`config.mk`:
```
export PLATFORM = sky130hd
export DESIGN_NAME = stu_packet_tx
export DESIGN_NICKNAME = d
export VERILOG_FILES = /design/src/rtl/stu_packet_tx.sv
export SDC_FILE = /design/constraint.sdc
export NUM_CORES = 1
export LEC_CHECK = 0
export ABC_AREA = 1
export CAP_MARGIN = 20
export CORE_MARGIN = 1
export CORE_UTILIZATION = 25
export CTS_CLUSTER_DIAMETER = 200
export DETAILED_ROUTE_END_ITERATION = 10
export SETUP_SLACK_MARGIN = 0.2
export SYNTH_ARGS = -nofsm -noshare
export SYNTH_HDL_FRONTEND = slang
export SYNTH_SLANG_ARGS = --single-unit
```
`constraint.sdc`:
```
create_clock -name clk -period 4.7 [get_ports clk]
set_input_delay 0.94 -clock clk [delete_from_list [all_inputs] [get_ports clk]]
set_output_delay 0.94 -clock clk [all_outputs]
set_load 0.005 [all_outputs]
```
`src/rtl/stu_packet_tx.sv`:
```
// Upstream stack-bus packet transmitter: PE result stream -> FIFO -> single output slot with SOM/MOM/EOM framing.
// Optional STU_PACKET_TX_STATS_EN adds the stu__sys__pkt_count packet counter.
module stu_packet_tx #(
   parameter int DATA_W        = 64,
   parameter int TAG_W         = 8,
   parameter int TYPE_W        = 2,
   parameter int OOB_W         = 8,
   parameter int FIFO_DEPTH    = 4,
   parameter int MAX_PKT_WORDS = 32
) (
   input  logic              clk,
   input  logic              reset_poweron,
   input  logic              pe__stu__valid,
   output logic              stu__pe__ready,
   input  logic [DATA_W-1:0] pe__stu__data,
   input  logic [TAG_W-1:0]  pe__stu__tag,
   input  logic [TYPE_W-1:0] pe__stu__type,
   input  logic              pe__stu__last,
   output logic              stu__mgr__valid,
   output logic [1:0]        stu__mgr__cntl,
   input  logic              mgr__stu__ready,
   output logic [TYPE_W-1:0] stu__mgr__type,
   output logic [DATA_W-1:0] stu__mgr__data,
   output logic [OOB_W-1:0]  stu__mgr__oob_data,
   output logic              stu__sys__len_err
`ifdef STU_PACKET_TX_STATS_EN
   ,
   output logic [15:0]       stu__sys__pkt_count
`endif
);
   // state   | meaning
   // IDLE    | next loaded word opens a packet (SOM, tag latched)
   // IN_PKT  | packet open; loaded words get MOM, or EOM on last/overlength

   localparam int AW = (FIFO_DEPTH > 1) ? $clog2(FIFO_DEPTH) : 1;
   localparam int CW = $clog2(FIFO_DEPTH + 1);
   localparam int BW = $clog2(MAX_PKT_WORDS + 1);

   typedef enum logic {IDLE, IN_PKT} state_t;

   typedef struct packed {
      logic              last;
      logic [TYPE_W-1:0] typ;
      logic [TAG_W-1:0]  tag;
      logic [DATA_W-1:0] data;
   } word_t;

   word_t          mem [FIFO_DEPTH];
   logic [AW-1:0]  wr_ptr, rd_ptr;
   logic [CW-1:0]  count;
   logic           fifo_empty, push_ok, slot_free, load, bypass, fifo_push, fifo_pop;
   word_t          in_word, ld_word;

   state_t         state, next_state;
   logic [1:0]     ld_cntl;
   logic           force_eom;
   logic [BW-1:0]  beat_cnt;
   logic [TAG_W-1:0] pkt_tag;

   assign in_word        = '{last: pe__stu__last, typ: pe__stu__type, tag: pe__stu__tag, data: pe__stu__data};
   assign stu__pe__ready = (count != CW'(FIFO_DEPTH));
   assign fifo_empty     = (count == '0);
   assign push_ok        = pe__stu__valid & stu__pe__ready;
   assign slot_free      = ~stu__mgr__valid | mgr__stu__ready;
   assign load           = slot_free & (~fifo_empty | push_ok);
   // An empty FIFO lets the incoming word go straight to the slot for one-cycle latency.
   assign bypass         = slot_free & fifo_empty & push_ok;
   assign fifo_push      = push_ok & ~bypass;
   assign fifo_pop       = slot_free & ~fifo_empty;
   assign ld_word        = fifo_empty ? in_word : mem[rd_ptr];

   always_ff @(posedge clk) begin
      if (fifo_push) mem[wr_ptr] <= in_word;
   end

   always_ff @(posedge clk) begin
      if (reset_poweron) begin
         wr_ptr <= '0;
         rd_ptr <= '0;
         count  <= '0;
      end else begin
         if (fifo_push) wr_ptr <= wr_ptr + AW'(1);
         if (fifo_pop)  rd_ptr <= rd_ptr + AW'(1);
         case ({fifo_push, fifo_pop})
            2'b10:   count <= count + CW'(1);
            2'b01:   count <= count - CW'(1);
            default: count <= count;
         endcase
      end
   end

   always_ff @(posedge clk) begin
      if (reset_poweron) state <= IDLE;
      else               state <= next_state;
   end

   always_comb begin
      next_state = state;
      if (load) next_state = ld_cntl[1] ? IDLE : IN_PKT;
   end

   always_comb begin
      force_eom = 1'b0;
      ld_cntl   = 2'b00;
      case (state)
         IDLE:    ld_cntl = {ld_word.last, 1'b1};
         IN_PKT: begin
            force_eom = ~ld_word.last & (beat_cnt == BW'(MAX_PKT_WORDS - 1));
            ld_cntl   = {ld_word.last | force_eom, 1'b0};
         end
         default: ld_cntl = 2'b00;
      endcase
   end

   always_ff @(posedge clk) begin
      if (reset_poweron) begin
         stu__mgr__valid    <= 1'b0;
         stu__mgr__cntl     <= 2'b00;
         stu__mgr__type     <= '0;
         stu__mgr__data     <= '0;
         stu__mgr__oob_data <= '0;
         stu__sys__len_err  <= 1'b0;
         pkt_tag            <= '0;
         beat_cnt           <= '0;
      end else if (load) begin
         stu__mgr__valid <= 1'b1;
         stu__mgr__cntl  <= ld_cntl;
         stu__mgr__type  <= ld_word.typ;
         stu__mgr__data  <= ld_word.data;
         if (state == IDLE) begin
            pkt_tag            <= ld_word.tag;
            stu__mgr__oob_data <= OOB_W'(ld_word.tag);
            beat_cnt           <= BW'(1);
         end else begin
            stu__mgr__oob_data <= OOB_W'(pkt_tag);
            beat_cnt           <= beat_cnt + BW'(1);
         end
         if (force_eom) stu__sys__len_err <= 1'b1;
      end else if (mgr__stu__ready) begin
         stu__mgr__valid <= 1'b0;
      end
   end

`ifdef STU_PACKET_TX_STATS_EN
   always_ff @(posedge clk) begin
      if (reset_poweron)
         stu__sys__pkt_count <= '0;
      else if (stu__mgr__valid & mgr__stu__ready & stu__mgr__cntl[1])
         stu__sys__pkt_count <= stu__sys__pkt_count + 16'd1;
   end
`endif

endmodule
```
==> run metrics, run 1 <==
status complete, no violations; clock buffer depth 3; post-route ant nets 0; WS Path Type in -> reg; first-pass detailed-route iteration total 5; first-pass GRT wire length 62100 um; HPWL after DPL around 22000 um; Std-Cell Rows 90; vias in the first global route 10400; Combinational Power Share 0.309; fmax 0.364 GHz; clock sink count 394; via count 10700; multi-input logic area between 3000 and 4000 um2; gr usage total 0.129; internal power between 7 and 8 mW; CP arrival around 3.2 ns; Pleak 6.72 nW; Post-synth EDFFs 300; clock share of power 0.288; cts repair resizes 0; TritonCTS clock tree built; maximum vdd drop roughly 0.00036 V; initial antenna violation count 4; root buffer cell clkbuf_16; wl on met1 between 15000 and 20000 um; Post-CTS Setup Bufs 0; Syn Area/Cell around 11 um2; Slew @ Worst Pin roughly 0.96 ns; met2 wire length 19000 um; sw frac 0.341; drt wl/cell between 15 and 20 um; Switch Pwr between 4 and 5 mW; clock latency on the worst-skew pair ~0.56 ns; GRT overflow 0; Ports between 150 and 200; hold crit path type reg -> reg; relative slew slack 0.360; Initial Util 0.255; fillers roughly 6100; H-tree depth 2; Worst Hold Margin between 0.4 and 0.5 ns; register area share after synthesis 0.703; area growth from synthesis to layout 24.0%; Post-route DRC 0; routability congestion estimate 0.705; worst-path fanout max 9; Sequential Power Share 0.403; Data required, critical path slightly above 5 ns; ant diodes 0; routed length on met3 2520 um; most frequent cells in the layout 344 x nand2_1, 300 x edfxtp_1, 230 x nand3_1; RSZ-0062 raised after global routing no; Nets between 1500 and 2000; drt total wl about 41000 um; Power Density roughly 630 nW/um2; YS warnings 0; # port buffers ~160; most common cell after layout, fill and taps aside nand2_1; Num CTS Buffers 44; vias per inst around 4.7; post-synthesis cell type count 31; Synth async-reset ratio 0; placed cell area between 15000 and 20000 um2; core area approximately 60000 um2; Setup crit end kind register; Netlist Area Pre-Place about 15000 um2; Gate Count Post-Synth between 1000 and 1500; Tcrit/Tclk final 0.585; syn_nets ~1400; Die Wd roughly 250 um; chip height 251 um; Layout Cells excl Fill between 2000 and 2500; Clk pin slew, worst setup/hold paths roughly 0.05 ns; max_cap viols 0; Top Metal Used met5; pin count of the biggest net entering global routing 76; Post-Layout Inst Area 19200 um2; Min Clock Period, post-route ~2.8 ns; hold buffers post-CTS 0; top_reg_cell synth edfxtp_1; fin. max-slew vios 0; fraction of layout cells with a size suffix above 1 0.0668; final setup vio count 0; Reg area 10900 um2; initial DRC count a little over 600; synthesized flop and latch total ~390; die area between 60000 and 70000 um2; placed insts 2226; startpoint types input port; worst clock skew roughly 0.020 ns; Final Hold Fails 0
synth_stat cells (2+ instances only):
cell type | number | area, um2
o21ai_1 | 10 | 50.1
inv_2 | 2 | 7.51
buf_4 | 24 | 180
nand3_2 | 2 | 20.0
ha_1 | 6 | 75.1
nand4_1 | 4 | 25.0
buf_6 | 12 | 135
nand2_2 | 2 | 12.5
nor3_1 | 2 | 10.0
nand2_1 | 345 | 1290
o21ai_0 | 63 | 315
inv_1 | 31 | 116
a21oi_1 | 144 | 721
buf_1 | 10 | 37.5
nor2_1 | 18 | 67.6
clkbuf_1 | 17 | 63.8
edfxtp_1 | 300 | 9010
nand3_1 | 230 | 1150
dfxtp_1 | 94 | 1880
o211ai_1 | 8 | 60.1
buf_2 | 29 | 145
worst paths after layout:
path / startpoint / endpoint / slack [ns] / depth (start not counted)
max reg2reg: count[0] / count[2] / 2.18 / 12
min reg2reg: stu__sys__len_err / stu__sys__len_err / 0.45 / 2
max: mgr__stu__ready / count[2] / 1.95 / 12
min: stu__sys__len_err / stu__sys__len_err / 0.45 / 2
critical path, cell delays in order:
cell             delay [ns]
clkdlybuf4s50_1        0.45
inv_1                  0.04
nand2_1                0.23
nand2_1                0.11
nand3_2                0.24
ha_1                   0.20
inv_1                  0.07
fa_1                   0.39
a21oi_1                0.16
o21ai_0                0.14
o21ai_0                0.18
a21oi_1                0.05
layer usage:
layer,vias to the layer above,track usage
li1,5074,-
met4,8,0.0411
met3,72,0.0355
met2,263,0.208
met1,5323,0.167
met5,-,0
power by group through the flow:
stage	Clock, mW	Combinational (mW)	Sequential (mW)
4_1_cts	3.57	3.78	4.87
3_3_place_gp	0	3.70	4.92
3_5_place_dp	0	3.77	4.93
2_1_floorplan	0	2.34	4.84
5_1_grt	3.71	4.16	4.95
6_report	3.48	3.73	4.86
stage by stage:
stage,setup TNS [ns],worst slack [ns],power (mW),util
global route,0,1.77,12.8,0.316
finish,0,1.95,12.1,0.316
detailed placement,0,1.43,8.70,0.291
CTS,0,2.03,12.2,0.315
global placement,0,1.31,8.62,0.291
floorplan,-85.99,-0.287,7.18,-
layout make-up:
type                    instances  share of cell area
clock buffers                  60              0.0642
clock inverters                21              0.0121
inverters                      33             0.00658
multi-input cells             844               0.206
flip-flops and latches        394               0.567
well taps                     782              0.0509
repair buffers                174              0.0928
logic make-up (layout without fill, tap and decap cells):
family | count (synthesis) | count (layout) | synth area share
compound gates | 227 | 227 | 0.0749
buf+inv | 125 | 288 | 0.0442
fa+ha+maj | 7 | 7 | 0.00614
flops | 394 | 394 | 0.703
xor+xnor | 1 | 1 | 0.000565
simple gates | 609 | 609 | 0.171
sequential cells by signal (all words and copies together), names as in the netlist, named ones only:
register / flops
state: 1
rd_ptr: 2
pkt_tag: 8
wr_ptr: 2
count: 3
stu__mgr__data: 64
stu__mgr__type: 2
beat_cnt: 6
mem: 300
stu__sys__len_err: 1
stu__mgr__cntl: 2
stu__mgr__valid: 1
Power figures use the tool's default switching activity.
==> inputs of run 2 (changes only) <==
- clock period: 4.7 -> 2.3 ns (I/O delays scaled with it)
==> run 2 against run 1 <==
  * Flip-flop and latch count stayed put
  * Hold slack better by 0.021 ns
  * Die area stayed put
  * Core utilization is 0.92 points higher
  * Clock skew is 0.0098 ns lower
  * Critical path depth stayed put
  * Setup slack worse by 1.7 ns
  * Count of clock-buffer cells in the layout is 1 lower
  * Via count is 0.45% lower
  * Critical path type is now reg -> reg
  * Critical endpoint unchanged
==> run metrics, run 2 (synthesis results as in run 1) <==
status complete, no violations; Data required, critical path around 2.8 ns; worst-path fanout max 4; Post-Layout Inst Area just under 20000 um2; via count between 10000 and 15000; Final Hold Fails 0; Clk pin slew, worst setup/hold paths 0.06 ns; crit path cell chain nor2_4 -> nand2_4 -> inv_2 -> nand2_4 -> nand3_4 -> ha_1 -> inv_1 -> fa_1 -> a21oi_1 -> o21ai_1 -> buf_4 -> a21oi_1; pin count of the biggest net entering global routing just over 100; drt total wl between 40000 and 50000 um; Post-route DRC 0; chip height 251 um; post-route ant nets 0; RSZ-0062 raised after global routing no; slowest CP cell fa_1; initial DRC count ~660; Power Density 1260 nW/um2; clock sink count around 390; R2R Path End count[2]; Num CTS Buffers 43; Nets about 1600; hold crit path type reg -> reg; CP arrival 2.51 ns; H-tree depth 2; gr usage total 0.126; placed cell area roughly 18000 um2; Largest regs mem (300), stu__mgr__data (64), pkt_tag (8); most common cell after layout, fill and taps aside nand2_1; fmax between 0.4 and 0.5 GHz; Largest register FFs 300; worst reg-to-reg path cell count 12; maximum vdd drop 0.000906 V; core area between 60000 and 70000 um2; TritonCTS clock tree built; Ports 158; Final TNS setup 0 ns; area growth from synthesis to layout 27.6%; routability congestion estimate roughly 0.71; fillers 6011; die area ~63000 um2; initial antenna violation count 2; hold buffers post-CTS 0; Std-Cell Rows 90; Initial Util 0.255; startpoint types register; setup slack at placement -0.261 ns; vias in the first global route 10500; fin. max-slew vios 0; GRT overflow 0; Min Clock Period, post-route about 2 ns; first-pass GRT wire length 60900 um; drt wl/cell between 15 and 20 um; Worst path max stage delay roughly 0.4 ns; vias per inst around 4.6; first-pass detailed-route iteration total 5; fraction of layout cells with a size suffix above 1 0.0959; largest register by flop count mem; Core Util, Final 0.325; Worst R2R Start count[0]; Setup crit end kind register; max_cap viols 0; HPWL after DPL roughly 24000 um; Tcrit/Tclk final 0.880; Pleak ~7.0 nW; CP Capture Point count[2]; relative slew slack 0.400; most frequent cells in the layout 341 x nand2_1, 300 x edfxtp_1, 230 x nand3_1; root buffer cell clkbuf_16; final setup vio count 0; crit path from count[0]; clock buffer depth 3; final worst setup slack about 0.28 ns; R2R setup slack ~0.28 ns; Slew @ Worst Pin ~0.90 ns; # port buffers around 160; worst clock skew 0.0106 ns; Die Wd 251 um; WS Path Type reg -> reg; clock latency on the worst-skew pair between 0.5 and 0.6 ns
[run 2: layout make-up]
type                    count  area (um2)  share of cell area
flip-flops and latches    394       10900               0.551
multi-input cells         844        4000               0.202
repair buffers            214        2310               0.117
clock buffers              59        1230              0.0621
well taps                 782         978              0.0495
clock inverters            20         210              0.0106
inverters                  33         144             0.00728
diodes                      3        7.51            0.000380
[run 2: worst min-delay path by stage]
stage | start | to | slack [ns] | cells past startpoint
2_1_floorplan | rd_ptr[1] | register | 0.44 | 2
3_3_place_gp | rd_ptr[1] | register | 0.44 | 2
3_5_place_dp | rd_ptr[1] | register | 0.45 | 2
4_1_cts | rd_ptr[1] | register | 0.47 | 2
5_1_grt | stu__sys__len_err | stu__sys__len_err | 0.50 | 2
6_report | rd_ptr[1] | register | 0.48 | 2
[run 2: worst max-delay path, delay by kind of cell (launching register included)]
family | cells | cell delay (ns)
flops | 1 | 0.34
compound gates | 3 | 0.42
fa+ha+maj | 2 | 0.53
buf+inv | 3 | 0.29
simple gates | 4 | 0.38
[run 2: per-stage QoR]
stage / hold WS (ns) / total power [mW] / cells
floorplan: 0.436 / 14.7 / 1363
global placement: 0.436 / 18.1 / 2265
detailed placement: 0.453 / 18.2 / 2265
CTS: 0.473 / 25.3 / 2344
global route: 0.505 / 26.5 / 2346
finish: 0.475 / 25.0 / 2349
[run 2: repair_timing]
action                     in CTS  in global routing
setup endpoints to repair      26                 10
resized for setup               4                  5
buffers inserted                0                  2
pin swaps                       1                  1
[run 2: power by group]
group | switching [mW] | internal, mW
Clock | 2.76 | 4.20
Combinational | 5.00 | 3.23
Sequential | 0.615 | 9.18
[run 2: layer usage]
metal,track usage,vias to the layer above,routed length [um],part of all wire
met3,0.0218,66,1860,0.046
met5,0,-,17,0.00042
met4,0.0483,2,1080,0.027
met1,0.169,5202,18400,0.46
li1,-,5162,-,-
met2,0.201,260,18700,0.47
